--- config.mk ---
export PLATFORM = sky130hd
export DESIGN_NAME = lsu
export DESIGN_NICKNAME = d
export VERILOG_FILES = /design/src/rtl/rv32_pkg.sv /design/src/rtl/lsu_align.sv /design/src/rtl/lsu.sv
export SDC_FILE = /design/constraint.sdc
export NUM_CORES = 1
export LEC_CHECK = 0
export ABC_AREA = 0
export CORE_MARGIN = 4
export CORE_UTILIZATION = 45
export CTS_BUF_LIST = sky130_fd_sc_hd__clkbuf_4 sky130_fd_sc_hd__clkbuf_8
export DETAILED_ROUTE_END_ITERATION = 8
export DONT_BUFFER_PORTS = 1
export SETUP_SLACK_MARGIN = 0.2
export SLEW_MARGIN = 30
export SYNTH_ARGS = -nofsm -noshare
export SYNTH_HDL_FRONTEND = slang
export SYNTH_SLANG_ARGS = --single-unit
export TNS_END_PERCENT = 30
--- constraint.sdc ---
create_clock -name clk -period 4.1 [get_ports clk]
set_input_delay 0.615 -clock clk [delete_from_list [all_inputs] [get_ports clk]]
set_output_delay 0.615 -clock clk [all_outputs]
set_load 0.02 [all_outputs]
--- src/rtl/rv32_pkg.sv ---
// rtl/rv32_pkg.sv - shared RV32I opcode, funct3 and LSU state definitions
// Contents: OP_LOAD/OP_STORE opcodes, F3_* access-width codes,
// lsu_state_t FSM encoding, funct3 legality helpers.
package rv32_pkg;

  localparam logic [6:0] OP_LOAD  = 7'b0000011;
  localparam logic [6:0] OP_STORE = 7'b0100011;

  localparam logic [2:0] F3_B  = 3'b000;
  localparam logic [2:0] F3_H  = 3'b001;
  localparam logic [2:0] F3_W  = 3'b010;
  localparam logic [2:0] F3_BU = 3'b100;
  localparam logic [2:0] F3_HU = 3'b101;

  typedef enum logic [1:0] {
    LSU_IDLE = 2'd0,
    LSU_BUS  = 2'd1,
    LSU_DONE = 2'd2
  } lsu_state_t;

  function automatic logic load_f3_legal(input logic [2:0] f3);
    return (f3 == F3_B) || (f3 == F3_H) || (f3 == F3_W) ||
           (f3 == F3_BU) || (f3 == F3_HU);
  endfunction

  function automatic logic store_f3_legal(input logic [2:0] f3);
    return (f3 == F3_B) || (f3 == F3_H) || (f3 == F3_W);
  endfunction

endpackage

--- src/rtl/lsu_align.sv ---
// rtl/lsu_align.sv - combinational lane extract/extend and store replication
// Ports: funct3 (access width/sign), offset (byte lane), store_data,
// rdata (bus read word) -> wstrb, wdata (lane-replicated), load_data.
module lsu_align
  import rv32_pkg::*;
(
  input  logic [2:0]  funct3,
  input  logic [1:0]  offset,
  input  logic [31:0] store_data,
  input  logic [31:0] rdata,
  output logic [3:0]  wstrb,
  output logic [31:0] wdata,
  output logic [31:0] load_data
);

  logic [31:0] shifted;

  always_comb begin
    // Bring the addressed lane down to bit 0 before extending.
    shifted   = rdata >> {offset, 3'b000};
    load_data = 32'd0;
    wstrb     = 4'b0000;
    wdata     = 32'd0;

    case (funct3)
      F3_B:    load_data = {{24{shifted[7]}}, shifted[7:0]};
      F3_BU:   load_data = {24'd0, shifted[7:0]};
      F3_H:    load_data = {{16{shifted[15]}}, shifted[15:0]};
      F3_HU:   load_data = {16'd0, shifted[15:0]};
      F3_W:    load_data = rdata;
      default: load_data = 32'd0;
    endcase

    case (funct3)
      F3_B: begin
        wstrb = 4'b0001 << offset;
        wdata = {4{store_data[7:0]}};
      end
      F3_H: begin
        wstrb = 4'b0011 << offset;
        wdata = {2{store_data[15:0]}};
      end
      F3_W: begin
        wstrb = 4'b1111;
        wdata = store_data;
      end
      default: begin
        wstrb = 4'b0000;
        wdata = 32'd0;
      end
    endcase
  end

endmodule

--- src/rtl/lsu.sv ---
// rtl/lsu.sv - RV32I load/store unit with bypass for non-memory results
// Ports: clk, rst (sync active-high); in_valid/in_ready handshake with
// opcode, funct3, addr, store_data, rd_idx; bus mem_req/mem_we/mem_addr/
// mem_wdata/mem_wstrb with mem_ack/mem_rdata; writeback wb_valid/wb_rd/
// wb_data; fault pulse.
// Option: LSU_MISALIGN_TRAP_EN defined -> misaligned H/W accesses fault;
// undefined -> they are aligned down and proceed.
module lsu
  import rv32_pkg::*;
(
  input  logic        clk,
  input  logic        rst,
  input  logic        in_valid,
  output logic        in_ready,
  input  logic [6:0]  opcode,
  input  logic [2:0]  funct3,
  input  logic [31:0] addr,
  input  logic [31:0] store_data,
  input  logic [4:0]  rd_idx,
  output logic        mem_req,
  output logic        mem_we,
  output logic [31:0] mem_addr,
  output logic [31:0] mem_wdata,
  output logic [3:0]  mem_wstrb,
  input  logic        mem_ack,
  input  logic [31:0] mem_rdata,
  output logic        wb_valid,
  output logic [4:0]  wb_rd,
  output logic [31:0] wb_data,
  output logic        fault
);

  lsu_state_t state, state_n;

  logic        load_r, store_r, fault_r;
  logic [2:0]  f3_r;
  logic [31:0] addr_r, sdata_r, rdata_r;
  logic [4:0]  rd_r;

  logic        is_load, is_store, is_mem, f3_ok, mis_trap, dec_fault, accept;
  logic [31:0] eff_addr;

  logic [3:0]  al_wstrb;
  logic [31:0] al_wdata, al_load;

  // Decode of the incoming instruction, used only at accept.
  always_comb begin
    is_load  = (opcode == OP_LOAD);
    is_store = (opcode == OP_STORE);
    is_mem   = is_load || is_store;
    f3_ok    = is_load ? load_f3_legal(funct3) : store_f3_legal(funct3);
    // Memory addresses are pulled to natural alignment; bypass values pass raw.
    eff_addr = addr;
    if (is_mem) begin
      if (funct3 == F3_H || funct3 == F3_HU)
        eff_addr = {addr[31:1], 1'b0};
      else if (funct3 == F3_W)
        eff_addr = {addr[31:2], 2'b00};
    end
  end

`ifdef LSU_MISALIGN_TRAP_EN
  assign mis_trap = ((funct3 == F3_H || funct3 == F3_HU) && addr[0]) ||
                    ((funct3 == F3_W) && (addr[1:0] != 2'b00));
`else
  assign mis_trap = 1'b0;
`endif

  assign dec_fault = is_mem && (!f3_ok || mis_trap);
  assign accept    = in_valid && (state == LSU_IDLE);

  always_ff @(posedge clk) begin
    if (rst) begin
      state   <= LSU_IDLE;
      load_r  <= 1'b0;
      store_r <= 1'b0;
      fault_r <= 1'b0;
      f3_r    <= 3'd0;
      addr_r  <= 32'd0;
      sdata_r <= 32'd0;
      rd_r    <= 5'd0;
      rdata_r <= 32'd0;
    end else begin
      state <= state_n;
      if (accept) begin
        load_r  <= is_load;
        store_r <= is_store;
        fault_r <= dec_fault;
        f3_r    <= funct3;
        addr_r  <= eff_addr;
        sdata_r <= store_data;
        rd_r    <= rd_idx;
      end
      if (state == LSU_BUS && mem_ack)
        rdata_r <= mem_rdata;
    end
  end

  always_comb begin
    state_n = state;
    case (state)
      LSU_IDLE: begin
        if (in_valid)
          state_n = (is_mem && !dec_fault) ? LSU_BUS : LSU_DONE;
      end
      LSU_BUS:  if (mem_ack) state_n = LSU_DONE;
      LSU_DONE: state_n = LSU_IDLE;
      default:  state_n = LSU_IDLE;
    endcase
  end

  lsu_align u_align (
    .funct3     (f3_r),
    .offset     (addr_r[1:0]),
    .store_data (sdata_r),
    .rdata      (rdata_r),
    .wstrb      (al_wstrb),
    .wdata      (al_wdata),
    .load_data  (al_load)
  );

  // Bus fields are only driven while the request is up; they come from
  // registers written at accept, so they cannot move during a request.
  always_comb begin
    in_ready  = (state == LSU_IDLE);
    mem_req   = (state == LSU_BUS);
    mem_we    = 1'b0;
    mem_addr  = 32'd0;
    mem_wdata = 32'd0;
    mem_wstrb = 4'b0000;
    wb_valid  = 1'b0;
    wb_rd     = 5'd0;
    wb_data   = 32'd0;
    fault     = 1'b0;
    if (state == LSU_BUS) begin
      mem_addr = {addr_r[31:2], 2'b00};
      if (store_r) begin
        mem_we    = 1'b1;
        mem_wdata = al_wdata;
        mem_wstrb = al_wstrb;
      end
    end
    if (state == LSU_DONE) begin
      fault = fault_r;
      if (!fault_r && !store_r) begin
        wb_valid = 1'b1;
        wb_rd    = rd_r;
        wb_data  = load_r ? al_load : addr_r;
      end
    end
  end

endmodule

* Word level (Yosys, flattened, before mapping)
Cells that the tools add are included.
** Cells by class
- Reduce and logical (&&, ||, !) cells :: 19
- Shift operators :: 3
- Mux-type cells :: 26
- Eq/ne operators :: 14
** Operators by type and width (count)
- two-way mux 32 bit :: 6
- one-hot mux 32 bit (5 select lines) :: 1
- one-hot mux 32 bit (3 select lines) :: 1
- right shift 32 x 5 -> 16 bit :: 1
- == test 3 bit (second input constant) :: 4
- two-way mux 2 bit :: 6
- one-hot mux 4 bit (3 select lines) :: 1
- two-way mux 5 bit :: 2
- two-way mux 4 bit :: 2
- == test 7 x 2 -> 1 bit (second input constant) :: 1
- == test 7 x 6 -> 1 bit (second input constant) :: 1
- == test 3 x 1 -> 1 bit (second input constant) :: 2
- == test 3 x 2 -> 1 bit (second input constant) :: 2
- zero test 3 bit :: 2
- logical OR 1 bit :: 6
- two-way mux 1 bit :: 6
- logical AND 1 bit :: 5
- zero test 1 bit :: 4
- one-hot mux 2 bit (2 select lines) :: 1
- << shifter 1 x 2 -> 4 bit (first input constant) :: 1
- << shifter 2 x 2 -> 4 bit (first input constant) :: 1
- == test 2 x 1 -> 1 bit (second input constant) :: 1
- == test 2 bit (second input constant) :: 1
- zero test 2 bit :: 1
- 3 further kinds :: 3
** Storage, ports and cells
- Register bits :: 109
- Word-level logic and storage cells :: 71
- Input port bits :: 115
- Output and inout port bits :: 110

* Logic depth before layout (Yosys ltp)
- Depth after elaboration :: 13
- Depth in mapped cells :: 7
- Mapped depth without buffers :: 4

* Cells and area by module
From an unflattened synthesis, not the netlist that was laid out.
** Second synthesis, totals
- Cell total of the unflattened synthesis :: 865
- Area, all modules :: 6167.2 um^2
** By module, submodules not included
- lsu :: times used 1, cells an instance 650, area an instance 4837.1 um^2, seq. area each 2182.1 um^2
- lsu_align :: times used 1, cells an instance 215, area an instance 1330.0 um^2, seq. area each 0.0 um^2

* Worst setup path before layout
Ideal clock, no wire load.
- Path kind :: flip-flop to output port
- From :: register f3_r[1]
- To :: output port wb_data[21]
- Setup slack :: 1836 ps
- Arrival :: 1649 ps
- Data required time :: 3485 ps
- Cell stages (with the launch flop) :: 7
- Path buffers :: 2
- Cells stage by stage :: dfxtp_1 > buf_6 > nand2b_1 > a211oi_4 > o21ai_2 > buf_6 > a31oi_1
** On the way
- Longest elaborated chain between the ends :: 5
- Elaborated cells between the ends (all ways) :: 9
- Classes of those cells :: eq/ne: 4; mux: 4; reduce/logical: 1
** RTL lines
- start: declaration :: RTL line lsu.sv:36 : logic [2:0] f3_r;
- start signal: assignment :: RTL line lsu.sv:89 : f3_r <= funct3;
- == test 3 x 2 -> 1 bit, or another cell as far along :: RTL line lsu_align.sv:25 : case (funct3)
- one-hot mux 32 bit (5 select lines) (*) :: RTL line lsu_align.sv:25
- two-way mux 32 bit (*) :: RTL line lsu.sv:148 : wb_data = load_r ? al_load : addr_r;
- two-way mux 32 bit (*) :: RTL line lsu.sv:145 : if (!fault_r && !store_r) begin
- two-way mux 32 bit (*) :: RTL line lsu.sv:143 : if (state == LSU_DONE) begin
- end: declaration :: RTL line lsu.sv:29 : output logic [31:0] wb_data,
Mark *: on every way between the ends. The rest lies on a longest branch, timed or not.

* Final worst setup path
- From :: register addr_r[1]
- To :: output port wb_data[29]
** On the way
- Longest elaborated chain between the ends :: 5
** RTL lines
- start: declaration :: RTL line lsu.sv:37 : logic [31:0] addr_r, sdata_r, rdata_r;
- start signal: assignment :: RTL line lsu.sv:90 : addr_r <= eff_addr;
- right shift 32 x 5 -> 16 bit :: RTL line lsu_align.sv:20 : shifted = rdata >> {offset, 3'b000};
- one-hot mux 32 bit (5 select lines) :: RTL line lsu_align.sv:25
- two-way mux 32 bit :: RTL line lsu.sv:148
- two-way mux 32 bit :: RTL line lsu.sv:145
- two-way mux 32 bit :: RTL line lsu.sv:143
No other way between the ends.

==> flow_summary.ini <==
[yosys]
async_flop_share_pct = 0
synthFlopType = dfxtp_1
ys_seq_area_share_pct = 38.53
synth_area_um2 = 5663
avgSynthCellArea_um2 = 7.422
synth-seq-cells = 109
synth_edf_count = 0
synth.yosys.warnings = 0
synth.distinct_cells = 49
syn_inst = 763

[route]
routedWlPerCell_um = 20.69
avgViaCountPerCell = 5.944
ant_nets = 0
routed_wl_um = 18430
drt-initial-drc-count = 344
drc = 0
vias = 5296
dr.pass1.iters = 5

[finish]
nFillCells = 1279
layout-drive-gt1-share_pct = 6.501
finish.instance_area_um2 = 5816
utilization_pct = 47.82
regArea_um2 = 2185
syn_to_final_growth_pct = 2.696
diodes = 0
fin_cells = 891
num-nets-final = 833
multi_input_area_um2 = 3172

[timing]
worst_slew_pin_slew_ns = 0.8283
rsz0062_at_grt = no
tns_ns = 0
relSlewSlack_pct = 44.71
maxSlewViolCount = 0
fin_crit_sh_pct = 84.02
layout_min_cycle_time_ns = 3.445
fmax_ghz = 0.2903
setup_viol = 0
skew_ns = 0.01328
finalHoldViolCount = 0

[pwr]
intPower_mw = 1.406
powerDensity_nw_per_um2 = 336.0
comb_power_share_pct = 8.6
vdd_drop_max_mv = 0.1632
power.switching_uw = 548.0
finalPower_mw = 1.954
swShare_pct = 28.04
clkPwrFrac_pct = 32.4
p_leak_nw = 1.921
p_seq_share_pct = 59.0

[clock_network]
postCtsHoldBufs = 0
numClockSinks = 109
cts_resized = 0
cts_buffers = 9
clk-insertion-delay-late_ns = 0.39
max-clock-path-buffers = 2
clockRootBuffer = clkbuf_8
postCtsSetupBuffers = 0
cts.clk_slew.worst_paths_ns = 0.11
cts_tree = yes
cts_max_level = 3

[critical_path]
critPathArrivalTime_ns = 2.83
crit_required_ns = 3.48
crit_type = flop to output port
critPathMaxStageDelay_ns = 0.88
cp_num_buf_inv = 0
path_cells = mux2_2 -> nor2b_1 -> o21ai_2 -> a31oi_1
cp_max_fo = 24
critPathCaptureType = output port
worst-r2r-setup-slack_ns = 1.88
startpoint_type = flop
crit_family = compound AO/OA/AOI/OAI gates
crit_slowest_cell = dfxtp_1

[floorplanning]
start_util_pct = 46.56
dieArea_um2 = 14440
core-area_um2 = 12160
chipHeight_um = 120.2
io_pins = 225
std_cell_rows = 40
die-width_um = 120.2

[place]
gp_congestion = 0.8546
dp.cells = 875
dpl_cell_area_um2 = 5632
place.port_buffers = 0
post-dp-hpwl_um = 13410

[run]
maxCapViolations = 0

[global_route]
antenna_found_initial = 0
grt_pass1_wl_um = 28100
grt_max_degree = 110
groute.usage.overall_pct = 24.72
overflow = 0
grt_pass1_vias = 4947

[run_status]
status = completed

[hold_path]
worstHoldPathType = primary input to flop
## cells by family after synthesis
family | synth area share, %
compound gates | 23.97
buf+inv | 5.722
flops | 38.53
mux | 4.949
other cells | 0.06622
simple gates | 26.76
## cell usage in the layout (no fill, tap or decap), drive strengths merged, types with 2 or more instances in the layout
cell type	n
a21oi	122
or3	3
mux2	2
mux2i	10
nand2b	4
nor2	16
mux4	7
clkinv	5
nand2	249
nor2b	12
a31oi	18
conb	2
a22o	16
dfxtp	109
a22oi	8
nor3	2
o21a	2
buf	7
a211oi	2
clkbuf	11
a221o	7
inv	4
o21ai	37
and2	45
o211ai	2
o2bb2ai	7
## metal layers
layer  part of all wire [%]  vias to the layer above  track usage, %
met5                      0                        -               0
met1                     43                     2534           33.32
li1                       -                     2493               -
met4                    2.5                        0           9.377
met2                     44                      236           36.85
met3                    9.7                       33           8.045
## final timing paths
check | endpoint | cells after the start | start
hold / removal | addr_r[10] | 1 | rst
hold reg to reg | rd_r[4] | 2 | rd_r[4]
setup reg to reg | fault_r | 4 | state[0]
setup / recovery | wb_data[29] | 4 | addr_r[1]
## metrics by stage
step	worst slack (ns)	hold slack [ns]
after floorplan	1.836	0.4317
after global placement	1.200	0.4336
after detailed placement	1.093	0.4378
after CTS	0.6468	0.2716
after global routing	0.5465	0.2621
final	0.6551	0.2962
## sequential cells by signal (all words and copies together) (netlist names)
register and count:
fault_r 1, addr_r 32, f3_r 3, load_r 1, sdata_r 32, rdata_r 32
state 2, store_r 1, rd_r 5
## cell type report
class,count,share of cell area (%)
Timing Repair Buffer,7,0.9036
Clock buffer,11,2.496
Multi-Input combinational cell,587,54.54
Tap cell,168,3.614
Sequential cell,109,37.56
Clock inverter,5,0.6239
Inverter,4,0.2582
## power groups by stage
stage	Sequential, mW	Combinational (mW)	Clock (mW)
2_1_floorplan	1.15	0.167	0
3_3_place_gp	1.17	0.164	0
3_5_place_dp	1.18	0.168	0
4_1_cts	1.15	0.169	0.642
5_1_grt	1.16	0.188	0.687
6_report	1.15	0.168	0.633
## cell usage after synthesis, types with 2 or more instances
| library cell | count | area [µm²] |
|---|---|---|
| mux4_2 | 7 | 157.7 |
| nand2b_1 | 4 | 25.02 |
| o21ai_0 | 34 | 170.2 |
| mux2_2 | 2 | 22.52 |
| clkbuf_1 | 31 | 116.4 |
| o21ai_1 | 2 | 10.01 |
| nor2_2 | 2 | 12.51 |
| a22o_1 | 16 | 140.1 |
| a22oi_1 | 8 | 60.06 |
| a21oi_1 | 121 | 605.6 |
| inv_1 | 4 | 15.01 |
| buf_1 | 9 | 33.78 |
| mux2i_1 | 10 | 100.1 |
| buf_2 | 16 | 80.08 |
| buf_4 | 3 | 22.52 |
| a31oi_1 | 18 | 112.6 |
| dfxtp_1 | 109 | 2182 |
| buf_6 | 5 | 56.30 |
| a221o_1 | 7 | 70.07 |
| or3_1 | 3 | 18.77 |
| nand2_1 | 249 | 934.7 |
| o211ai_1 | 2 | 15.01 |
| nor2_1 | 14 | 52.55 |
| and2_1 | 45 | 281.5 |
| nor2b_1 | 12 | 75.07 |
| o2bb2ai_1 | 7 | 61.31 |
Note: power is estimated with default switching activity, not from simulation.
